--- src/rtl/cam_fifo_reader.sv ---
// cam_fifo_reader: read side of the camera capture FIFO.
// Pops {byte, href, vsyn} words, locks onto a frame from the vsyn flag,
// pairs href bytes into RGB565 pixels and emits them with x/y coordinates
// over a valid/ready handshake. One frame per start.
module cam_fifo_reader #(
    parameter int H_PIX   = 640,
    parameter int V_LINES = 480
) (
    input  logic        clk,
    input  logic        rst,
    input  logic        start,
    input  logic [9:0]  fifo_data,
    input  logic        fifo_empty,
    output logic        fifo_rd,
    output logic [15:0] pix_data,
    output logic [9:0]  pix_x,
    output logic [8:0]  pix_y,
    output logic        pix_valid,
    input  logic        pix_ready,
    output logic        pix_last,
    output logic        busy,
    output logic        frame_done,
    output logic        line_err
);

    typedef enum logic [2:0] {IDLE, WAIT_VS, IN_VS, ACTIVE, DONE} state_t;

    localparam logic [9:0] XEND  = 10'(H_PIX);
    localparam logic [9:0] XLAST = 10'(H_PIX - 1);
    localparam logic [8:0] YLAST = 9'(V_LINES - 1);

    state_t      state;
    logic [9:0]  x;
    logic [8:0]  y;
    logic        phase;     // 1: high byte of the current pixel is held in hi
    logic        line_has;  // at least one href byte seen in the current line
    logic [7:0]  hi;

    logic        head_vsyn;
    logic        head_href;
    logic [7:0]  head_byte;
    logic        stall;
    logic        consume;

    // Decode the head word and decide whether this state swallows it
    always_comb begin
        head_vsyn = fifo_data[0];
        head_href = fifo_data[1];
        head_byte = fifo_data[9:2];
        stall     = pix_valid && !pix_ready;
        consume   = 1'b0;
        case (state)
            WAIT_VS: consume = 1'b1;
            IN_VS:   consume = head_vsyn;   // exit word stays for ACTIVE
            ACTIVE:  consume = !head_vsyn;  // vsyn here ends the frame unpopped
            default: consume = 1'b0;
        endcase
        fifo_rd = consume && !fifo_empty && !stall;
    end

    // Frame FSM, line/pixel counters and the output pixel register
    always_ff @(posedge clk) begin
        if (!rst) begin
            state      <= IDLE;
            x          <= '0;
            y          <= '0;
            phase      <= 1'b0;
            line_has   <= 1'b0;
            hi         <= '0;
            pix_data   <= '0;
            pix_x      <= '0;
            pix_y      <= '0;
            pix_valid  <= 1'b0;
            pix_last   <= 1'b0;
            busy       <= 1'b0;
            frame_done <= 1'b0;
            line_err   <= 1'b0;
        end else begin
            frame_done <= 1'b0;
            // Accepted pixel retires unless a new one loads below on this edge
            if (pix_valid && pix_ready) begin
                pix_valid <= 1'b0;
                pix_last  <= 1'b0;
            end
            case (state)
                IDLE: begin
                    if (start) begin
                        state    <= WAIT_VS;
                        busy     <= 1'b1;
                        line_err <= 1'b0;
                        x        <= '0;
                        y        <= '0;
                        phase    <= 1'b0;
                        line_has <= 1'b0;
                    end
                end
                WAIT_VS: begin
                    if (fifo_rd && head_vsyn) state <= IN_VS;
                end
                IN_VS: begin
                    if (!fifo_empty && !head_vsyn) state <= ACTIVE;
                end
                ACTIVE: begin
                    if (!fifo_empty && head_vsyn) begin
                        // Frame ended before all lines arrived
                        line_err <= 1'b1;
                        state    <= DONE;
                    end else if (fifo_rd) begin
                        if (head_href) begin
                            line_has <= 1'b1;
                            if (x == XEND) begin
                                line_err <= 1'b1;  // overlong line, byte dropped
                            end else if (!phase) begin
                                hi    <= head_byte;
                                phase <= 1'b1;
                            end else begin
                                pix_data  <= {hi, head_byte};
                                pix_x     <= x;
                                pix_y     <= y;
                                pix_last  <= (x == XLAST) && (y == YLAST);
                                pix_valid <= 1'b1;
                                phase     <= 1'b0;
                                x         <= x + 10'd1;
                            end
                        end else if (line_has) begin
                            // Line end: check length, drop any dangling byte
                            if (x != XEND || phase) line_err <= 1'b1;
                            x        <= '0;
                            phase    <= 1'b0;
                            line_has <= 1'b0;
                            y        <= y + 9'd1;
                            if (y == YLAST) state <= DONE;
                        end
                    end
                end
                DONE: begin
                    // Hold the done pulse until the last pixel has left
                    if (!pix_valid) begin
                        frame_done <= 1'b1;
                        busy       <= 1'b0;
                        state      <= IDLE;
                    end
                end
                default: state <= IDLE;
            endcase
        end
    end

endmodule

--- config.mk ---
export PLATFORM = sky130hd
export DESIGN_NAME = cam_fifo_reader
export DESIGN_NICKNAME = d
export VERILOG_FILES = /design/src/rtl/cam_fifo_reader.sv
export SDC_FILE = /design/constraint.sdc
export NUM_CORES = 1
export LEC_CHECK = 0
export ABC_AREA = 1
export BUFFER_PORTS_ARGS = -buffer_cell sky130_fd_sc_hd__clkbuf_2
export CAP_MARGIN = 20
export CORE_MARGIN = 2
export CORE_UTILIZATION = 40
export CTS_CLUSTER_SIZE = 40
export DETAILED_ROUTE_END_ITERATION = 6
export PLACE_DENSITY = 0.62
export SLEW_MARGIN = 20
export SYNTH_ARGS = -nofsm -noshare
export SYNTH_HDL_FRONTEND = slang
export SYNTH_SLANG_ARGS = --single-unit
export TNS_END_PERCENT = 5
--- constraint.sdc ---
create_clock -name clk -period 2.4 [get_ports clk]
set_input_delay 0.24 -clock clk [delete_from_list [all_inputs] [get_ports clk]]
set_output_delay 0.24 -clock clk [all_outputs]
set_load 0.02 [all_outputs]
* Word level (Yosys, flattened, before mapping) *
Cells that the tools add are included.

word-level totals
  bits in registers = 72
  input bits = 15
  output and inout port bits = 41
  word-level logic and storage cells = 133

cells by class
  $add $sub $neg = 2
  eq/ne operators = 26
  multiplexer cells = 62
  bitwise gates (word level) = 3
  reduce and logical (&&, ||, !) cells = 26

operators with widths
  kind                                           count
  two-way mux 10 bit                             7
  two-way mux 9 bit                              5
  two-way mux 1 bit                              33
  AND reduction 6 bit                            5
  two-way mux 3 bit                              9
  inequality test 3 bit, second input constant   7
  == test 10 bit, second input constant          2
  one-hot mux 10 bit (2 select lines)            1
  one-hot mux 9 bit (2 select lines)             1
  inequality test 2 bit, second input constant   8
  one-hot mux 3 bit (5 select lines)             1
  inequality test 4 bit, second input constant   3
  adder 10 x 1 -> 10 bit, second input constant  1
  inequality test 10 bit, second input constant  1
  adder 9 x 1 -> 9 bit, second input constant    1
  == test 9 bit, second input constant           1
  logical AND 1 bit                              8
  one-hot mux 1 bit (2 select lines)             4
  AND reduction 8 bit                            1
  AND reduction 7 bit                            1
  == test 3 x 2 -> 1 bit, second input constant  2
  zero test 1 bit                                4
  AND reduction 4 bit                            1
  nonzero test 2 bit                             2
  8 further kinds                                10

* Logic depth before layout (Yosys ltp) *
  word-level depth = 8
  mapped depth = 13
  depth with buffers taken out = 12

* Worst setup path after synthesis *
OpenSTA, ideal clock, no wires.

  path type = reg-to-reg
  from = register x[0]
  to = register hi[5]
  setup time = 0.113 ns
  arrival = 1.488 ns
  required time = 2.287 ns
  path slack = 0.800 ns
  stages on the path, launching flop included = 14
  buffers on the path = 1
  period minus slack after synthesis = 1.600 ns
  path through = dfxtp_1 inv_1 ha_1 nand2_1 nor2_1 nand4_1 nand2_1 nand2_2 nand2_2 nor2_4 buf_4 nand2_1 nand2_1 nor2_1

between the ends
  longest elaborated chain between the ends = 3

RTL lines
  what                                  RTL line  text
  start: declaration                    33        logic [9:0] x;
  start signal: assignment              123       x <= x + 10'd1;
  == test 10 bit                        111       if (x == XEND) begin
  NOT 1 bit (no source line)            n/a
  AND reduction 6 bit (no source line)  n/a
  end signal: assignment                114       hi <= head_byte;
  end: declaration                      37        logic [7:0] hi;

Every way passes these cells.
A chain may end at the register's enable or synchronous reset.

* Final worst setup path *
  from = register x[0]
  to = register pix_last

between the ends
  longest elaborated chain between the ends = 8
  elaborated cells on any way between the ends = 9
  classes of those cells = eq/ne: 2; mux: 6; reduce/logical: 1

RTL lines
  what                    RTL line  text
  == test 10 bit          120       pix_last <= (x == XLAST) && (y == YLAST);
  logical AND 1 bit       120
  two-way mux 1 bit       113       end else if (!phase) begin
  two-way mux 1 bit *     111
  two-way mux 1 bit *     109       if (head_href) begin
  two-way mux 1 bit *     108       end else if (fifo_rd) begin
  two-way mux 1 bit *     104       if (!fifo_empty && head_vsyn) begin
  two-way mux 1 bit *     85        case (state)
  end signal: assignment  120
  end: declaration        20        output logic pix_last,

Every way passes the cells marked *; elsewhere a longest branch is shown, timed or not.

==> impl_metrics.prom <==
# TYPE chip_impl_metric gauge
chip_impl_metric{name="synth_seq_cells",unit=""} 72
chip_impl_info{name="root_buffer",value="clkbuf_8"} 1
chip_impl_metric{name="p_switching",unit="uW"} 861
chip_impl_metric{name="placed_area",unit="um^2"} 3700
chip_impl_metric{name="mean_syn_cell_area",unit="um^2"} 6.91
chip_impl_metric{name="dr.first_iter.drc_count",unit=""} 197
chip_impl_metric{name="critPathArrivalTime",unit="ns"} 2.26
chip_impl_metric{name="clock_sink_count",unit=""} 72
chip_impl_metric{name="timing_worst_slew_pin_value",unit="ns"} 0.817
chip_impl_metric{name="rr_worst_depth",unit=""} 12
chip_impl_metric{name="htree_levels",unit=""} 3
chip_impl_metric{name="holdBufCountCts",unit=""} 0
chip_impl_info{name="synth-main-ff-cell",value="dfxtp_1"} 1
chip_impl_metric{name="groute.usage.overall",unit="%"} 18.6
chip_impl_metric{name="drcViolationCount",unit=""} 0
chip_impl_info{name="worstSetupEndpointType",value="register"} 1
chip_impl_metric{name="grt_first_pass_wirelength",unit="mm"} 13.3
chip_impl_metric{name="die_w",unit="um"} 95.1
chip_impl_info{name="post-synth-top-count-cell",value="nor2_1"} 1
chip_impl_metric{name="finalSetupViolations",unit=""} 0
chip_impl_metric{name="synthArstFlopShare",unit="%"} 0
chip_impl_metric{name="design.die.area",unit="um^2"} 9040
chip_impl_metric{name="report.final.slew_viol_count",unit=""} 0
chip_impl_info{name="netlist_top_cells_count",value="120 x nor2_1, 81 x nand2_1, 72 x dfxtp_1"} 1
chip_impl_metric{name="routed_wire_length_per_instance",unit="um"} 12.7
chip_impl_metric{name="timing.hold.worst_path_depth",unit=""} 3
chip_impl_metric{name="final_cell_count_no_fill",unit=""} 646
chip_impl_metric{name="place_congestion",unit=""} 0.842
chip_impl_info{name="holdCritPathClass",value="in -> reg"} 1
chip_impl_metric{name="worst_vdd_drop",unit="mV"} 0.375
chip_impl_metric{name="cts_inserted_buffers",unit=""} 9
chip_impl_metric{name="cellPowerDensity",unit="nW/um^2"} 748
chip_impl_metric{name="fp-row-count",unit=""} 33
chip_impl_metric{name="final_period_minus_worst_setup_slack",unit="ns"} 2.02
chip_impl_metric{name="yosysTopAreaCellShare",unit="%"} 43.4
chip_impl_metric{name="floorplan.io_pins",unit=""} 56
chip_impl_metric{name="max_freq",unit="MHz"} 495
chip_impl_metric{name="port_buffers",unit=""} 55
chip_impl_metric{name="multi_input_comb_area",unit="um^2"} 1630
chip_impl_info{name="worst_setup_path_start_kind",value="register"} 1
chip_impl_metric{name="clkLatencyLatePin",unit="ns"} 0.35
chip_impl_metric{name="detailedRoute.firstPassIterationCount",unit=""} 4
chip_impl_metric{name="p_comb_share",unit="%"} 17.0
chip_impl_metric{name="share_seq_of_total_power",unit="%"} 42.8
chip_impl_metric{name="antenna_cells",unit=""} 0
chip_impl_metric{name="slew_headroom",unit="%"} 45.4
chip_impl_metric{name="power.share.switching",unit="%"} 29.1
chip_impl_metric{name="internal_power",unit="mW"} 2.10
chip_impl_metric{name="final_layout_size_suffix_gt1_share",unit="%"} 18.1
chip_impl_metric{name="clk_transition_reported_paths",unit="ns"} 0.08
chip_impl_info{name="synthTopCellsByArea",value="dfxtp_1 43%, nor2_1 14%, nand2_1 9.2%, o21ai_0 6.9%, inv_1 4.8%"} 1
chip_impl_metric{name="detailroute.via_count",unit=""} 3163
chip_impl_metric{name="fin_worst_skew",unit="ns"} 0.00906
chip_impl_metric{name="netlist_area",unit="um^2"} 3320
chip_impl_info{name="rsz0062_at_grt",value="false"} 1
chip_impl_metric{name="finalNetCount",unit=""} 554
chip_impl_metric{name="placedCellCount",unit=""} 629
chip_impl_metric{name="grt_max_degree",unit=""} 50
chip_impl_metric{name="core_footprint",unit="um^2"} 8130
chip_impl_metric{name="layout.area.seq",unit="um^2"} 1440
chip_impl_metric{name="setup_total_negative_slack",unit="ns"} 0
chip_impl_info{name="yosysTopAreaCell",value="dfxtp_1"} 1
chip_impl_metric{name="critical_path_peak_fanout",unit=""} 20
chip_impl_metric{name="grt_antenna_before_repair",unit=""} 0
chip_impl_metric{name="fillCellCount",unit=""} 857
chip_impl_metric{name="initial_core_util",unit="%"} 40.8
chip_impl_metric{name="dp_hpwl",unit="mm"} 5.60
chip_impl_metric{name="pwr-share-clk",unit="%"} 40.3
chip_impl_info{name="run_status",value="complete, no violations"} 1
chip_impl_info{name="tritoncts",value="done"} 1
chip_impl_metric{name="dp_worst_setup_slack",unit="ns"} 0.149
chip_impl_metric{name="fin_ws",unit="ns"} 0.382
chip_impl_metric{name="flow.area_growth_from_synthesis",unit="%"} 19.1
chip_impl_info{name="path_class",value="reg -> reg"} 1
chip_impl_metric{name="post_synth_inst_count",unit=""} 480
chip_impl_metric{name="ant_nets",unit=""} 0
chip_impl_metric{name="holdWs",unit="ns"} 0.152
chip_impl_metric{name="synthesis.nets",unit=""} 498
chip_impl_metric{name="maximum_root_to_sink_buffer_count",unit=""} 2
chip_impl_metric{name="finalHoldViolations",unit=""} 0
chip_impl_metric{name="synth_enable_flop_cells",unit=""} 0
chip_impl_metric{name="die_height",unit="um"} 95.1
chip_impl_metric{name="synth.yosys.seq_area_share",unit="%"} 43.4
chip_impl_metric{name="synth.yosys.warnings",unit=""} 0
chip_impl_metric{name="drv.max_cap_violation_count",unit=""} 0
chip_impl_metric{name="netlist-cell-type-count",unit=""} 34
chip_impl_metric{name="detail_route.vias_per_cell",unit=""} 4.90
chip_impl_metric{name="tcrit_tclk_final",unit="%"} 84.1
chip_impl_metric{name="grt_overflow_total",unit=""} 0
chip_impl_metric{name="postLayoutCellArea",unit="um^2"} 3950
chip_impl_metric{name="p_leak",unit="nW"} 1.66
chip_impl_metric{name="wl",unit="mm"} 8.20
chip_impl_metric{name="worst_ep_required_time",unit="ns"} 2.65
chip_impl_metric{name="first_global_vias",unit=""} 2854
## per-layer routing
| layer | part of all wire, % | global-route usage [%] | wire (um) |
|---|---|---|---|
| met4 | 1.0 | 5.43 | 84 |
| met2 | 47 | 29.9 | 3820 |
| met5 | 0 | 0 | 0 |
| met1 | 48 | 24.9 | 3920 |
| met3 | 4.5 | 4.19 | 371 |
## sequential cells by signal, indices dropped and copies added (netlist names), 3 cells and up
name and cells:
pix_y 9, y 9, pix_x 10, state 3, x 10, pix_data 16
hi 8
## path summary, 6_finish.rpt
check	from	to	slack, ns
setup / recovery	x[0]$_SDFFE_PN0P_	pix_last$_SDFF_PN0_	0.38
hold / removal	fifo_data[2]	pix_data[0]$_SDFFE_PN0P_	0.15
setup reg to reg	x[0]$_SDFFE_PN0P_	pix_last$_SDFF_PN0_	0.38
hold reg to reg	busy$_SDFFE_PN0P_	busy$_SDFFE_PN0P_	0.45
## layout by cell type, fill, tap and decap left out
| cell type | count |
|---|---|
| a21boi_0 | 1 |
| a21o_1 | 1 |
| a21oi_1 | 26 |
| a31oi_1 | 1 |
| buf_12 | 1 |
| buf_4 | 6 |
| bufinv_16 | 3 |
| clkbuf_1 | 1 |
| clkbuf_2 | 55 |
| clkbuf_8 | 10 |
| clkinv_2 | 1 |
| clkinv_4 | 1 |
| dfxtp_1 | 72 |
| ha_1 | 3 |
| inv_1 | 42 |
| inv_2 | 2 |
| nand2_1 | 81 |
| nand2_2 | 8 |
| nand3_1 | 26 |
| nand3_2 | 2 |
| nand4_1 | 9 |
| nand4_4 | 1 |
| nor2_1 | 120 |
| nor2_2 | 3 |
| nor2_4 | 3 |
| nor2_8 | 1 |
| nor3_1 | 3 |
| nor3b_1 | 1 |
| nor4_1 | 1 |
| o21ai_0 | 46 |
| o21ai_1 | 1 |
| o21bai_1 | 2 |
| or2_0 | 1 |
| or2_2 | 1 |
| xnor2_1 | 1 |
| xor2_1 | 4 |
## metrics by stage
step | utilization, % | power (mW)
floorplan | - | 1.64
global placement | 45.4 | 1.79
detailed placement | 45.4 | 1.79
CTS | 48.5 | 2.97
global route | 48.6 | 3.09
finish | 48.6 | 2.96
## power groups by stage
| stage | Sequential [mW] | Combinational [mW] | Clock (mW) |
|---|---|---|---|
| floorplan | 1.30 | 0.340 | 0 |
| global placement | 1.29 | 0.496 | 0 |
| detailed placement | 1.29 | 0.500 | 0 |
| CTS | 1.26 | 0.502 | 1.21 |
| global route | 1.27 | 0.569 | 1.25 |
| finish | 1.26 | 0.502 | 1.19 |
## final cells by class
type | count | share of cell area [%]
clock buffer | 11 | 3.58
multi-input combinational | 347 | 41.2
sequential | 72 | 36.5
clock inverter | 5 | 2.63
timing repair buffer | 62 | 8.61
inverter | 44 | 4.18
tap | 105 | 3.32
## what timing repair did
| action | CTS | global route |
|---|---|---|
| buffers inserted | 0 | 0 |
| gates resized for setup | 0 | 1 |
| setup endpoints to repair | 0 | 8 |
| endpoints found under the hold margin | 0 | 0 |
## cell families after synthesis
| kind of cell | share of synthesized area [%] |
|---|---|
| buffers and inverters | 7.81 |
| AO/OA/AOI/OAI | 12.1 |
| XOR/XNOR | 1.32 |
| AND/OR/NAND/NOR | 34.2 |
| flip-flops | 43.4 |
| adder cells (fa/ha/maj) | 1.13 |
## critical path, cell delays in order, from the launching register on
cell	delay, ns
dfxtp_1	0.39
inv_1	0.09
ha_1	0.20
nand2_1	0.06
nor2_1	0.04
nand4_1	0.14
nand2_1	0.09
nand2_2	0.08
nand2_2	0.11
nor2_4	0.47
nand2_1	0.11
nand2_1	0.08
nor2_1	0.04
Power figures use the tool's default switching activity.
